[src/rtl/cmd_pkg.sv]
// rtl/cmd_pkg.sv - shared command-path constants and FSM encodings
package cmd_pkg;

  localparam int CMD_WORD_W = 32;
  localparam logic [7:0] WRITE_CMD = 8'h57;

  typedef enum logic {
    ST_ADDR = 1'b0,
    ST_DATA = 1'b1
  } wr_state_e;

endpackage

[src/rtl/cmd_reg_bank.sv]
// rtl/cmd_reg_bank.sv - shadow registers, dirty mask and atomic commit into the live map
module cmd_reg_bank #(
  parameter int REG_WIDTH = 4,
  parameter int NUM_REG   = 6,
  parameter int ADDR_BITS = 8
) (
  input  logic                           clk,
  input  logic                           rst,
  input  logic                           wr_en,
  input  logic [ADDR_BITS-1:0]           wr_idx,
  input  logic [8*REG_WIDTH-1:0]         wr_data,
  input  logic                           commit,
  input  logic                           abort,
  output logic [NUM_REG*8*REG_WIDTH-1:0] reg_map_data,
  output logic [NUM_REG-1:0]             reg_update
);

  localparam int DW = 8 * REG_WIDTH;

  logic [DW-1:0]         shadow_q [NUM_REG];
  logic [DW-1:0]         shadow_d [NUM_REG];
  logic [NUM_REG-1:0]    dirty_q, dirty_d;
  logic [NUM_REG-1:0]    upd_q, upd_d;
  logic [NUM_REG-1:0]    hit;
  logic [NUM_REG*DW-1:0] map_q, map_d;

  // The final pair of a frame arrives in the commit cycle, so it is merged here before the copy.
  always_comb begin
    shadow_d = shadow_q;
    map_d    = map_q;
    upd_d    = '0;
    hit      = '0;
    for (int i = 0; i < NUM_REG; i++) begin
      hit[i] = wr_en && (wr_idx == ADDR_BITS'(i));
      if (hit[i]) shadow_d[i] = wr_data;
    end
    dirty_d = dirty_q | hit;
    if (commit) begin
      for (int i = 0; i < NUM_REG; i++) begin
        if (dirty_d[i]) map_d[i*DW +: DW] = shadow_d[i];
      end
      upd_d   = dirty_d;
      dirty_d = '0;
    end else if (abort) begin
      dirty_d = '0;
    end
  end

  always_ff @(posedge clk) begin
    if (rst) begin
      for (int i = 0; i < NUM_REG; i++) shadow_q[i] <= '0;
      dirty_q <= '0;
      upd_q   <= '0;
      map_q   <= '0;
    end else begin
      shadow_q <= shadow_d;
      dirty_q  <= dirty_d;
      upd_q    <= upd_d;
      map_q    <= map_d;
    end
  end

  assign reg_map_data = map_q;
  assign reg_update   = upd_q;

endmodule

[src/rtl/axi_cmd_reg_map_writer.sv]
// rtl/axi_cmd_reg_map_writer.sv - address/data pair parser that commits clean frames to the register map
module axi_cmd_reg_map_writer
  import cmd_pkg::*;
#(
  parameter int REG_WIDTH = 4,
  parameter int NUM_REG   = 6,
  parameter int ADDR_BITS = 8
) (
  input  logic                           axi_tclk,
  input  logic                           axi_treset,
  input  logic                           enable,
  input  logic [CMD_WORD_W-1:0]          s_axis_tdata,
  input  logic                           s_axis_tvalid,
  input  logic                           s_axis_tlast,
  output logic                           s_axis_tready,
  output logic [NUM_REG*8*REG_WIDTH-1:0] reg_map_data,
  output logic [NUM_REG-1:0]             reg_update,
  output logic                           frame_done,
  output logic                           frame_err,
  output logic [15:0]                    err_count
);

  wr_state_e            state_q, state_d;
  logic                 in_frame_q, in_frame_d;
  logic [ADDR_BITS-1:0] idx_q, idx_d;
  logic                 bad_addr_q, bad_addr_d;
  logic                 frame_bad_q, frame_bad_d;
  logic                 frame_done_q, frame_done_d;
  logic                 frame_err_q, frame_err_d;
  logic [15:0]          err_count_q, err_count_d;

  logic                 beat;
  logic                 addr_oob;
  logic                 wr_en, commit, abort;
  logic                 unused_bits;

  assign unused_bits = ^s_axis_tdata;

  // Once a frame has started it always runs to completion, regardless of enable.
  assign s_axis_tready = in_frame_q | (enable & (state_q == ST_ADDR));
  assign beat          = s_axis_tvalid & s_axis_tready;
  assign addr_oob      = {{(32-ADDR_BITS){1'b0}}, s_axis_tdata[ADDR_BITS-1:0]} >= 32'(NUM_REG);

  always_comb begin
    state_d      = state_q;
    in_frame_d   = in_frame_q;
    idx_d        = idx_q;
    bad_addr_d   = bad_addr_q;
    frame_bad_d  = frame_bad_q;
    frame_done_d = 1'b0;
    frame_err_d  = 1'b0;
    wr_en        = 1'b0;
    commit       = 1'b0;
    abort        = 1'b0;
    if (beat) begin
      in_frame_d = ~s_axis_tlast;
      case (state_q)
        ST_ADDR: begin
          idx_d      = s_axis_tdata[ADDR_BITS-1:0];
          bad_addr_d = addr_oob;
          if (s_axis_tlast) begin
            abort       = 1'b1;
            frame_err_d = 1'b1;
            frame_bad_d = 1'b0;
          end else begin
            frame_bad_d = frame_bad_q | addr_oob;
            state_d     = ST_DATA;
          end
        end
        ST_DATA: begin
          wr_en   = ~bad_addr_q;
          state_d = ST_ADDR;
          if (s_axis_tlast) begin
            commit       = ~frame_bad_q;
            abort        = frame_bad_q;
            frame_done_d = ~frame_bad_q;
            frame_err_d  = frame_bad_q;
            frame_bad_d  = 1'b0;
          end
        end
        default: state_d = ST_ADDR;
      endcase
    end
    err_count_d = err_count_q;
    if (frame_err_d && (err_count_q != 16'hFFFF)) err_count_d = err_count_q + 16'd1;
  end

  always_ff @(posedge axi_tclk) begin
    if (axi_treset) begin
      state_q      <= ST_ADDR;
      in_frame_q   <= 1'b0;
      idx_q        <= '0;
      bad_addr_q   <= 1'b0;
      frame_bad_q  <= 1'b0;
      frame_done_q <= 1'b0;
      frame_err_q  <= 1'b0;
      err_count_q  <= '0;
    end else begin
      state_q      <= state_d;
      in_frame_q   <= in_frame_d;
      idx_q        <= idx_d;
      bad_addr_q   <= bad_addr_d;
      frame_bad_q  <= frame_bad_d;
      frame_done_q <= frame_done_d;
      frame_err_q  <= frame_err_d;
      err_count_q  <= err_count_d;
    end
  end

  cmd_reg_bank #(
    .REG_WIDTH (REG_WIDTH),
    .NUM_REG   (NUM_REG),
    .ADDR_BITS (ADDR_BITS)
  ) u_bank (
    .clk          (axi_tclk),
    .rst          (axi_treset),
    .wr_en        (wr_en),
    .wr_idx       (idx_q),
    .wr_data      (s_axis_tdata[8*REG_WIDTH-1:0]),
    .commit       (commit),
    .abort        (abort),
    .reg_map_data (reg_map_data),
    .reg_update   (reg_update)
  );

  assign frame_done = frame_done_q;
  assign frame_err  = frame_err_q;
  assign err_count  = err_count_q;

endmodule

[config.mk]
export PLATFORM = sky130hd
export DESIGN_NAME = axi_cmd_reg_map_writer
export DESIGN_NICKNAME = d
export VERILOG_FILES = /design/src/rtl/cmd_pkg.sv /design/src/rtl/cmd_reg_bank.sv /design/src/rtl/axi_cmd_reg_map_writer.sv
export SDC_FILE = /design/constraint.sdc
export NUM_CORES = 1
export LEC_CHECK = 0
export ABC_CLOCK_PERIOD_IN_PS = 1800
export BUFFER_PORTS_ARGS = -buffer_cell sky130_fd_sc_hd__buf_4
export CAP_MARGIN = 20
export CORE_MARGIN = 4
export CORE_UTILIZATION = 50
export CTS_CLUSTER_SIZE = 20
export DETAILED_ROUTE_END_ITERATION = 8
export PLACE_DENSITY_LB_ADDON = 0.05
export SLEW_MARGIN = 20
export SYNTH_ARGS = -nofsm -noshare
export SYNTH_HDL_FRONTEND = slang
export SYNTH_SLANG_ARGS = --single-unit
[constraint.sdc]
create_clock -name axi_tclk -period 1.8 [get_ports axi_tclk]
set_input_delay 0.18 -clock axi_tclk [delete_from_list [all_inputs] [get_ports axi_tclk]]
set_output_delay 0.18 -clock axi_tclk [all_outputs]
set_load 0.005 [all_outputs]
==> reports/qor.csv <==
metric,value,unit
status,"complete, but fails checks",
violations,negative setup slack,
num_antenna_cells,0,
initial_core_util,0.505,
finalCritPeriodShare,1.05,
drc_errors,0,
fin_ws,-0.0829,ns
whs_endpoint,u_bank.shadow_q[104],
synthTopCellsByArea,"dfxtp_1 57%, mux2i_1 13%, nor2_1 10%, a211oi_1 9.6%, clkbuf_1 1.9%",
dr_total_vias,12000,
nNetsFinal,1829,
p_clk_frac,0.464,
crit_chain,"nor4_4, and4_4, nand3b_1, buf_12, mux2i_2, a211oi_2",
p_sw,4.02,mW
io_buffers,253,
postSynth.asyncResetShare,0,
hold_viol_final,0,
routed_wl,44.1,mm
ys_seq_area_frac,0.571,
cts.sinks,426,
clock_latency,0.53,ns
hpwlAfterDp,25.3,mm
synth_common_cells,"426 x dfxtp_1, 408 x nor2_1, 201 x mux2i_1",
synth_area_leader_cell,dfxtp_1,
synth.most_common_cell,dfxtp_1,
internal-power,15.0,mW
io_pins,254,
r2r-end,u_bank.reg_map_data[128],
totalPowerFinal,19.1,mW
relSlewSlack,0.717,
root_buffer,clkbuf_16,
grt_max_degree,77,
ant_nets,0,
via_per_inst,5.45,
holdPathStages,3,
seq_area,8550,um2
crit_fanout,21,
syn_area,14900,um2
core-area,29600,um2
dieHeight,181,um
grt_overflow,0,
cts-htree-levels,2,
post-synth-top-area-fraction,0.571,
cts_buffers,43,
ys.warnings.count,0,
timing.rr.start,idx_q[3],
die_w,181,um
synth_cell_type_count,45,
placedInstanceArea,17600,um2
slowest_delay,0.35,ns
p_leak,9.10,nW
ys.flop_type,dfxtp_1,
rsz0062_at_grt,true,
cp-start-kind,flop,
final-max-slew-violation-count,0,
path_buf_inv,1,
cp-end-kind,flop,
cts_tree,yes,
fill_cells,2281,
reg2reg_depth,6,
antenna_found_initial,0,
multi_input_area,6400,um2
gp_congestion,0.811,
vdd_drop_max,770,uV
r2r_slack,-0.08,ns
wl_per_cell,20.0,um
postSynthCellCount,1481,
cp_top_family,simple AND/OR/NAND/NOR gates,
period_minus_slack,1.88,ns
p_per_area,923,nW/um2
pwr-share-comb,0.038,
fin_util,0.699,
hold_path_class,input port to flop,
crit_arrival,2.28,ns
fmax,531,MHz
worst_pin_slew,0.422,ns
place_inst,2069,
worstHoldStart,s_axis_tdata[8],
placementRows,63,
clk_pin_slew,0.06,ns
sw_frac_of_total,0.211,
crit_path_top_delay_cell,dfxtp_2,
setup_violations,155,
drv_cap,0,
drive_gt1_frac,0.300,
die-area,32700,um2
finalInstanceArea,20700,um2
fin_worst_skew,0.0141,ns
grt.total_usage,0.238,
fin_cells,2209,
grt_pass1_wl,63.6,mm
ys_ff_latch,426,
initialDrtViolationCount,675,
p_seq_frac,0.498,
syn_nets,1519,
cts_buffer_depth,3,
worst-setup-path-type,flop to flop,
grt_pass1_vias,11300,
cp.required,2.19,ns
drt_first_pass_iters,6,
synth_edf_count,0,
syn_avg_cell_area,10.1,um2
syn2layout_area_growth,38.3,%
## how the worst max path moves through the flow
stage / from / end / cells past startpoint
after CTS: idx_q[7] / u_bank.reg_map_data[128] / 6
after global placement: idx_q[1] / u_bank.reg_map_data[105] / 7
final: idx_q[3] / u_bank.reg_map_data[128] / 6
after floorplan: idx_q[3] / u_bank.reg_map_data[158] / 8
after global routing: idx_q[0] / u_bank.reg_map_data[121] / 7
after detailed placement: state_q / u_bank.reg_map_data[131] / 6
## routing by layer
layer / vias up / routed length, um / GRT usage / part of all wire
li1: 5789 / - / - / -
met1: 5850 / 19200 / 0.321 / 0.44
met2: 333 / 21100 / 0.391 / 0.48
met3: 59 / 2920 / 0.0576 / 0.066
met4: 0 / 841 / 0.0523 / 0.019
met5: - / 0 / 0 / 0
## placed cells by master, fill, tap and decap left out, types with 6 or more instances in the layout
cell | synthesis | final
a211oi_1 | 192 | 147
a211oi_2 | 1 | 46
a21oi_1 | 19 | 19
buf_12 | 0 | 28
buf_16 | 0 | 6
buf_4 | 11 | 296
buf_6 | 3 | 11
clkbuf_1 | 75 | 10
clkbuf_16 | 0 | 58
clkbuf_8 | 0 | 12
dfxtp_1 | 426 | 418
dlygate4sd3_1 | 0 | 21
inv_1 | 8 | 8
mux2i_1 | 201 | 175
mux2i_2 | 1 | 22
nand2_1 | 8 | 8
nand4_1 | 9 | 9
nor2_1 | 408 | 400
nor2_2 | 3 | 7
nor2_4 | 3 | 7
nor3_1 | 15 | 13
o31ai_1 | 7 | 7
or4_1 | 7 | 7
## power groups by stage
| stage | clock network, mW | registers [mW] | logic, mW |
|---|---|---|---|
| finish | 8.85 | 9.49 | 0.725 |
| global route | 9.31 | 9.49 | 0.775 |
| CTS | 8.97 | 9.49 | 0.665 |
| detailed placement | 0 | 9.69 | 0.602 |
| global placement | 0 | 9.69 | 0.598 |
| floorplan | 0 | 9.69 | 0.294 |
## stage by stage
stage	hold slack, ns	setup WS (ns)	setup TNS, ns
after floorplan	0.321	0.0000808	0
after global placement	0.437	-0.0635	-3.09
after detailed placement	0.445	-0.128	-5.60
after CTS	0.00404	-0.0372	-0.790
after global routing	0.0198	-0.218	-26.52
final	0.0160	-0.0829	-4.78
## registers in the layout, indices dropped and copies added (netlist names), 6 cells and up
name,flops
u_bank.reg_update,6
err_count,16
u_bank.shadow_q,192
u_bank.reg_map_data,192
idx_q,8
u_bank.dirty_q,6
## final cells by class
type | instances | area share
timing repair buffer | 384 | 0.184
clock buffer | 65 | 0.0619
inverter | 8 | 0.00145
clock inverter | 8 | 0.00575
sequential | 426 | 0.414
multi-input combinational | 928 | 0.310
tap | 390 | 0.0236
## tightest hold or removal path: stages
cell     delay, ns
buf_4         0.15
mux2i_2       0.09
nor2_1        0.07
## logic make-up after synthesis
kind of cell / Yosys count / share of synthesized area
fa+ha+maj: 1 / 0.000837
compound gates: 231 / 0.113
flops: 426 / 0.571
simple gates: 492 / 0.140
mux: 203 / 0.136
buf+inv: 127 / 0.0386
xor+xnor: 1 / 0.000586
## timing repair
item                       CTS  global route
hold buffers                21             0
pin swaps                   27            47
gates cloned                 8            17
hold endpoints to repair    78             0
setup endpoints to repair  179           254
setup buffers               10            11
gates resized for setup     55           104
(Power assumes the default switching activity.)
